===== src/rtl/multi_freq_counter.sv =====
// multi_freq_counter
// Measures high time, low time and rising-to-rising period of NUM_CH
// asynchronous inputs in CLK cycles. Each channel has its own synchroniser,
// saturating counters, stale/timeout flag, valid strobes and a
// power-of-two period average. Channels share nothing but CLK, RST_N and EN.
// SYNC_STAGES must be at least 2.
module multi_freq_counter #(
  parameter int NUM_CH      = 4,
  parameter int CNT_W       = 24,
  parameter int SYNC_STAGES = 2,
  parameter int AVG_LOG2    = 2
) (
  input  logic                    CLK,
  input  logic                    RST_N,
  input  logic                    EN,
  input  logic [NUM_CH-1:0]       FREQ_IN,
  output logic [NUM_CH*CNT_W-1:0] TIME_HIGH,
  output logic [NUM_CH*CNT_W-1:0] TIME_LOW,
  output logic [NUM_CH*CNT_W-1:0] PERIOD,
  output logic [NUM_CH*CNT_W-1:0] PERIOD_AVG,
  output logic [NUM_CH-1:0]       VALID,
  output logic [NUM_CH-1:0]       AVG_VALID,
  output logic [NUM_CH-1:0]       STALE
);

  // The accumulator holds up to 2^AVG_LOG2 full-scale periods without overflow.
  localparam int ACC_W = CNT_W + AVG_LOG2;
  // Averaging slot counter needs at least one bit even when AVG_LOG2 is 0.
  localparam int AC_W  = (AVG_LOG2 > 0) ? AVG_LOG2 : 1;
  localparam int AVG_N = 1 << AVG_LOG2;

  localparam logic [CNT_W-1:0] CNT_MAX = {CNT_W{1'b1}};

  // Saturating increment: sticks at full scale instead of wrapping.
  function automatic logic [CNT_W-1:0] sat_inc(input logic [CNT_W-1:0] v);
    return (v == CNT_MAX) ? v : v + CNT_W'(1);
  endfunction

  // Power-of-two mean with truncation toward zero.
  function automatic logic [CNT_W-1:0] avg_div(input logic [ACC_W-1:0] a);
    return CNT_W'(a >> AVG_LOG2);
  endfunction

  for (genvar c = 0; c < NUM_CH; c++) begin : g_ch

    logic [SYNC_STAGES-1:0] sync_p0;
    logic                   s_p1;
    logic                   s;
    logic                   rise;
    logic                   fall;

    logic [CNT_W-1:0]       hi_cnt;
    logic [CNT_W-1:0]       lo_cnt;
    logic [CNT_W-1:0]       per_cnt;
    logic [ACC_W-1:0]       acc;
    logic [AC_W-1:0]        avg_cnt;
    logic                   armed;

    logic [CNT_W-1:0]       th_q;
    logic [CNT_W-1:0]       tl_q;
    logic [CNT_W-1:0]       per_q;
    logic [CNT_W-1:0]       avg_q;
    logic                   vld_p1;
    logic                   avld_p1;
    logic                   stale_q;

    logic                   timeout;
    logic                   avg_last;
    logic [ACC_W-1:0]       acc_sum;

    // s is the last synchroniser flop; s_p1 is s one cycle later.
    assign s        = sync_p0[SYNC_STAGES-1];
    assign rise     = s & ~s_p1;
    assign fall     = ~s & s_p1;
    // A full-scale period counter means the input has gone quiet too long.
    assign timeout  = (per_cnt == CNT_MAX);
    assign avg_last = (avg_cnt == AC_W'(AVG_N - 1));
    assign acc_sum  = acc + ACC_W'(per_cnt);

    // Input synchroniser and edge-detect delay; runs whether or not EN is set.
    always_ff @(posedge CLK) begin
      if (!RST_N) begin
        sync_p0 <= '0;
        s_p1    <= 1'b0;
      end else begin
        sync_p0 <= {sync_p0[SYNC_STAGES-2:0], FREQ_IN[c]};
        s_p1    <= s;
      end
    end

    // Saturating high/low/period counters; restarted on the edges that begin each interval.
    always_ff @(posedge CLK) begin
      if (!RST_N || !EN) begin
        hi_cnt  <= '0;
        lo_cnt  <= '0;
        per_cnt <= '0;
      end else if (rise) begin
        hi_cnt  <= CNT_W'(1);
        per_cnt <= CNT_W'(1);
      end else if (fall) begin
        lo_cnt  <= CNT_W'(1);
        per_cnt <= sat_inc(per_cnt);
      end else begin
        per_cnt <= sat_inc(per_cnt);
        if (s) begin
          hi_cnt <= sat_inc(hi_cnt);
        end else begin
          lo_cnt <= sat_inc(lo_cnt);
        end
      end
    end

    // Arm/timeout control, result capture, averaging and one-cycle strobes.
    always_ff @(posedge CLK) begin
      if (!RST_N) begin
        armed   <= 1'b0;
        acc     <= '0;
        avg_cnt <= '0;
        th_q    <= '0;
        tl_q    <= '0;
        per_q   <= '0;
        avg_q   <= '0;
        vld_p1  <= 1'b0;
        avld_p1 <= 1'b0;
        stale_q <= 1'b0;
      end else begin
        vld_p1  <= 1'b0;
        avld_p1 <= 1'b0;
        if (!EN) begin
          armed   <= 1'b0;
          acc     <= '0;
          avg_cnt <= '0;
        end else if (timeout) begin
          // Results hold; a rise in this same cycle still counts as the re-arming rise.
          stale_q <= 1'b1;
          armed   <= rise;
          acc     <= '0;
          avg_cnt <= '0;
        end else begin
          if (rise) begin
            armed <= 1'b1;
            if (armed) begin
              tl_q    <= lo_cnt;
              per_q   <= per_cnt;
              vld_p1  <= 1'b1;
              stale_q <= 1'b0;
              if (avg_last) begin
                avg_q   <= avg_div(acc_sum);
                avld_p1 <= 1'b1;
                acc     <= '0;
                avg_cnt <= '0;
              end else begin
                acc     <= acc_sum;
                avg_cnt <= avg_cnt + AC_W'(1);
              end
            end
          end
          if (fall && armed) begin
            th_q <= hi_cnt;
          end
        end
      end
    end

    assign TIME_HIGH[c*CNT_W +: CNT_W]  = th_q;
    assign TIME_LOW[c*CNT_W +: CNT_W]   = tl_q;
    assign PERIOD[c*CNT_W +: CNT_W]     = per_q;
    assign PERIOD_AVG[c*CNT_W +: CNT_W] = avg_q;
    assign VALID[c]                     = vld_p1;
    assign AVG_VALID[c]                 = avld_p1;
    assign STALE[c]                     = stale_q;

  end : g_ch

endmodule


===== config.mk =====
export PLATFORM = sky130hd
export DESIGN_NAME = multi_freq_counter
export DESIGN_NICKNAME = d
export VERILOG_FILES = /design/src/rtl/multi_freq_counter.sv
export SDC_FILE = /design/constraint.sdc
export NUM_CORES = 2
export LEC_CHECK = 0
export BUFFER_PORTS_ARGS = -buffer_cell sky130_fd_sc_hd__buf_2
export CORE_MARGIN = 3
export CORE_UTILIZATION = 53
export CTS_CLUSTER_DIAMETER = 30
export DETAILED_ROUTE_END_ITERATION = 10
export PLACE_DENSITY = 0.87
export SETUP_SLACK_MARGIN = 0.5
export SLEW_MARGIN = 10
export SYNTH_ARGS = -nofsm -noshare
export SYNTH_HDL_FRONTEND = slang
export SYNTH_SLANG_ARGS = --single-unit

===== constraint.sdc =====
create_clock -name CLK -period 2.9 [get_ports CLK]
set_input_delay 0.29 -clock CLK [delete_from_list [all_inputs] [get_ports CLK]]
set_output_delay 0.29 -clock CLK [all_outputs]
set_load 0.02 [all_outputs]

==> results.txt <==
largest net degree at the start of global routing -> 98
clock root cell -> clkbuf_16
global route overflow -> 0
Inserted Clock Buffers -> 149
crit-path cells -> ha_4, inv_4, fa_2, nand2b_4, a211oi_4, o21ai_2, o21bai_1, o311ai_1, nand2b_1, buf_6, a221oi_2, xor2_1, or3_1, a21oi_2
clock latency on the worst-skew pair -> 740 ps
CTS tree -> yes
Total Wirelength -> 128 mm
Storage cell area -> 0.0164 mm²
most frequent cells in the layout -> nand2_1, dfxtp_1, a21oi_1, nor2_1, buf_2
FILL cells -> 3905
Buffers on Ports -> 402
num rows -> 93
leak pwr -> 19.0 nW
Crit path max-delay family -> compound AO/OA/AOI/OAI gates
Synth area leader -> dfxtp_1
Area Overhead vs Synth -> 36.5%
register area share after synthesis -> 0.461
core area -> 0.0652 mm²
fin crit period -> 2990 ps
Synth Cell Area -> 0.0353 mm²
Initial Util -> 0.541
RSZ-0062 raised after global routing -> yes
Die Area -> 0.0697 mm²
hold crit path type -> input pin to flip-flop
Setup Skew -> 60.5 ps
first-pass detailed-route iteration total -> 8
commonest non-fill, non-tap cell in the layout -> nand2_1
pwr dens -> 617 mW/mm²
Clock Path Buffers -> 3
final hold violations -> 0
DIE HEIGHT -> 264 µm
DRT antenna net count -> 0
clk slew on worst S/H paths -> 60 ps
Peak VDD IR -> 0.000486 V
final-stage net count -> 5052
Setup crit end kind -> flip-flop
critical path arrival -> 3640 ps
Cells after Synth -> 4299
CTS Sinks -> 812
critical path's slowest cell -> fa_2
post-placement cell area -> 0.0388 mm²
DR vias -> 36600
final period utilization -> 1.03
top-level I/O count -> 403
initial drt markers -> 4298
initial antenna violation count -> 3
Warnings, synthesis -> 0
Worst Tran Pin Value -> 856 ps
largest fanout on the critical path -> 3
setup violators final -> 9
syn nets -> 4422
die span in x -> 264 µm
Post-synth EDFFs -> 0
Netlist cell types -> 92
CP Class -> flip-flop to flip-flop
status -> finished, violations left
footprint of the multi-input gates -> 0.0204 mm²
GPL Wtd Cong -> 0.939
WL/cell -> 21.7 µm
leading register cell type out of synthesis -> dfxtp_1
dpl hpwl -> 66.9 mm
failing checks -> setup timing
Peak Freq -> 0.334 GHz
final worst-path setup slack -> -91.9 ps
cell area after layout -> 0.0481 mm²
Synth top area share -> 0.461
average size of a mapped cell -> 8.20 µm²
H-tree lvl count -> 4
worst stage delay on the critical path -> 360 ps
Max-Cap Viols -> 0
DR vias/cell -> 6.19
Max Slew Vio Count -> 0
worst path required time -> 3550 ps
synth top area cells -> dfxtp_1, nand2_1, a21oi_1
Power, Total -> 29.7 mW
first-pass GRT wire length -> 174 mm
Tot GR Track Use -> 0.300
Synth async-reset ratio -> 0
share of cells above drive strength 1 -> 0.282
drt drc -> 0
vias in the first global route -> 34100
Slew HR -> 0.428
synthesized flop and latch total -> 812
CP Buf/Inv Count -> 2
critical path startpoint category -> flip-flop
per-layer routing:
| layer | routed length [µm] | GRT usage | share of wire | vias to the layer above |
|---|---|---|---|---|
| li1 | - | - | - | 15900 |
| met1 | 45300 | 0.349 | 0.35 | 17300 |
| met2 | 61000 | 0.506 | 0.48 | 2548 |
| met3 | 12200 | 0.0654 | 0.095 | 834 |
| met4 | 9820 | 0.183 | 0.076 | 0 |
| met5 | 0 | 0 | 0 | - |
per-stage QoR:
step | hold slack (ps) | setup slack, ps | TNS, ps | utilization | instances
detailed placement | 419 | 28.9 | 0 | 0.596 | 5447
CTS | 25.1 | 86.2 | 0 | 0.701 | 5813
floorplan | 412 | 302 | 0 | - | 4299
finish | 67.3 | -91.9 | -389 | 0.739 | 5910
global route | 46.2 | -425 | -7800 | 0.739 | 5908
global placement | 415 | 108 | 0 | 0.596 | 5447
power by group:
part | total, mW | switching (mW) | leakage, nW | internal [mW]
Sequential | 11.2 | 0.0246 | 6.59 | 11.2
Clock | 18.1 | 6.48 | 2.56 | 11.6
Combinational | 0.419 | 0.321 | 9.83 | 0.0985
cell families after synthesis:
kind of cell               after synthesis  synth area share
xor gates and xnor gates               311            0.0772
and+or+nand+nor                       1916             0.242
AOI/OAI and AO/OA                      865             0.143
buffers and inverters                  266            0.0311
DFF                                    812             0.461
muxes                                   13           0.00373
adders and majority gates              116            0.0420
cell type report:
type	count	area share
Multi-Input combinational cell	3222	0.424
Sequential cell	812	0.341
Clock inverter	99	0.0269
Tap cell	855	0.0222
Inverter	56	0.00458
Antenna cell	2	0.000104
Timing Repair Buffer	688	0.0983
Clock buffer	176	0.0826
final timing paths:
check                                 from  slack (ps)                        endpoint  depth (start not counted)
max reg2reg    g_ch[2].acc[0]$_SDFFE_PP0P_         -90    g_ch[2].acc[22]$_SDFFE_PP0P_                         14
max            g_ch[2].acc[0]$_SDFFE_PP0P_         -90    g_ch[2].acc[22]$_SDFFE_PP0P_                         14
min                                  RST_N          70  g_ch[1].avg_q[12]$_SDFFE_PN0P_                          3
min reg2reg  g_ch[3].sync_p0[0]$_SDFF_PN0_         410   g_ch[3].sync_p0[1]$_SDFF_PN0_                          1
worst register-to-register path, cell delays in order (launching register included):
cell and delay (ps):
dfxtp_2 350, ha_4 150, inv_4 50, fa_2 370, nand2b_4 180, a211oi_4 310
o21ai_2 150, o21bai_1 230, o311ai_1 110, nand2b_1 160, buf_6 140, a221oi_2 60
xor2_1 190, or3_1 340, a21oi_2 140
synth_stat cells (all sizes together) (6+ instances only):
master   count
or2         10
o21bai       8
a21oi      516
a21o        53
a31oi       19
xnor2       98
nand2b      25
nand3      128
inv         56
nand4       64
nor4        12
xor2       213
and3        51
nand3b      10
o21a        25
or3         53
nor2b       19
nor3        58
a22oi       61
a2111oi      6
and2        35
and4        36
nand2      938
nor3b        8
o21ai      110
dfxtp      812
ha         112
clkbuf     155
o31ai        6
o22ai        8
nor2       454
mux2i       12
buf         55
a211oi      10
registers in the layout, summed over array words and instances (netlist names), 8 cells and up:
| name | flops |
|---|---|
| g_ch.acc | 104 |
| g_ch.avg_cnt | 8 |
| g_ch.avg_q | 96 |
| g_ch.hi_cnt | 96 |
| g_ch.lo_cnt | 96 |
| g_ch.per_cnt | 96 |
| g_ch.per_q | 96 |
| g_ch.sync_p0 | 8 |
| g_ch.th_q | 96 |
| g_ch.tl_q | 96 |
repair_timing:
item | 4_1_cts | 5_1_grt
endpoints found under the setup margin | 436 | 502
hold buffers | 4 | 0
resized for setup | 219 | 374
hold endpoints to repair | 4 | 0
setup buffers | 84 | 84
gates cloned | 3 | 11
pin swaps | 139 | 240
Note: power is estimated with default switching activity, not from simulation.
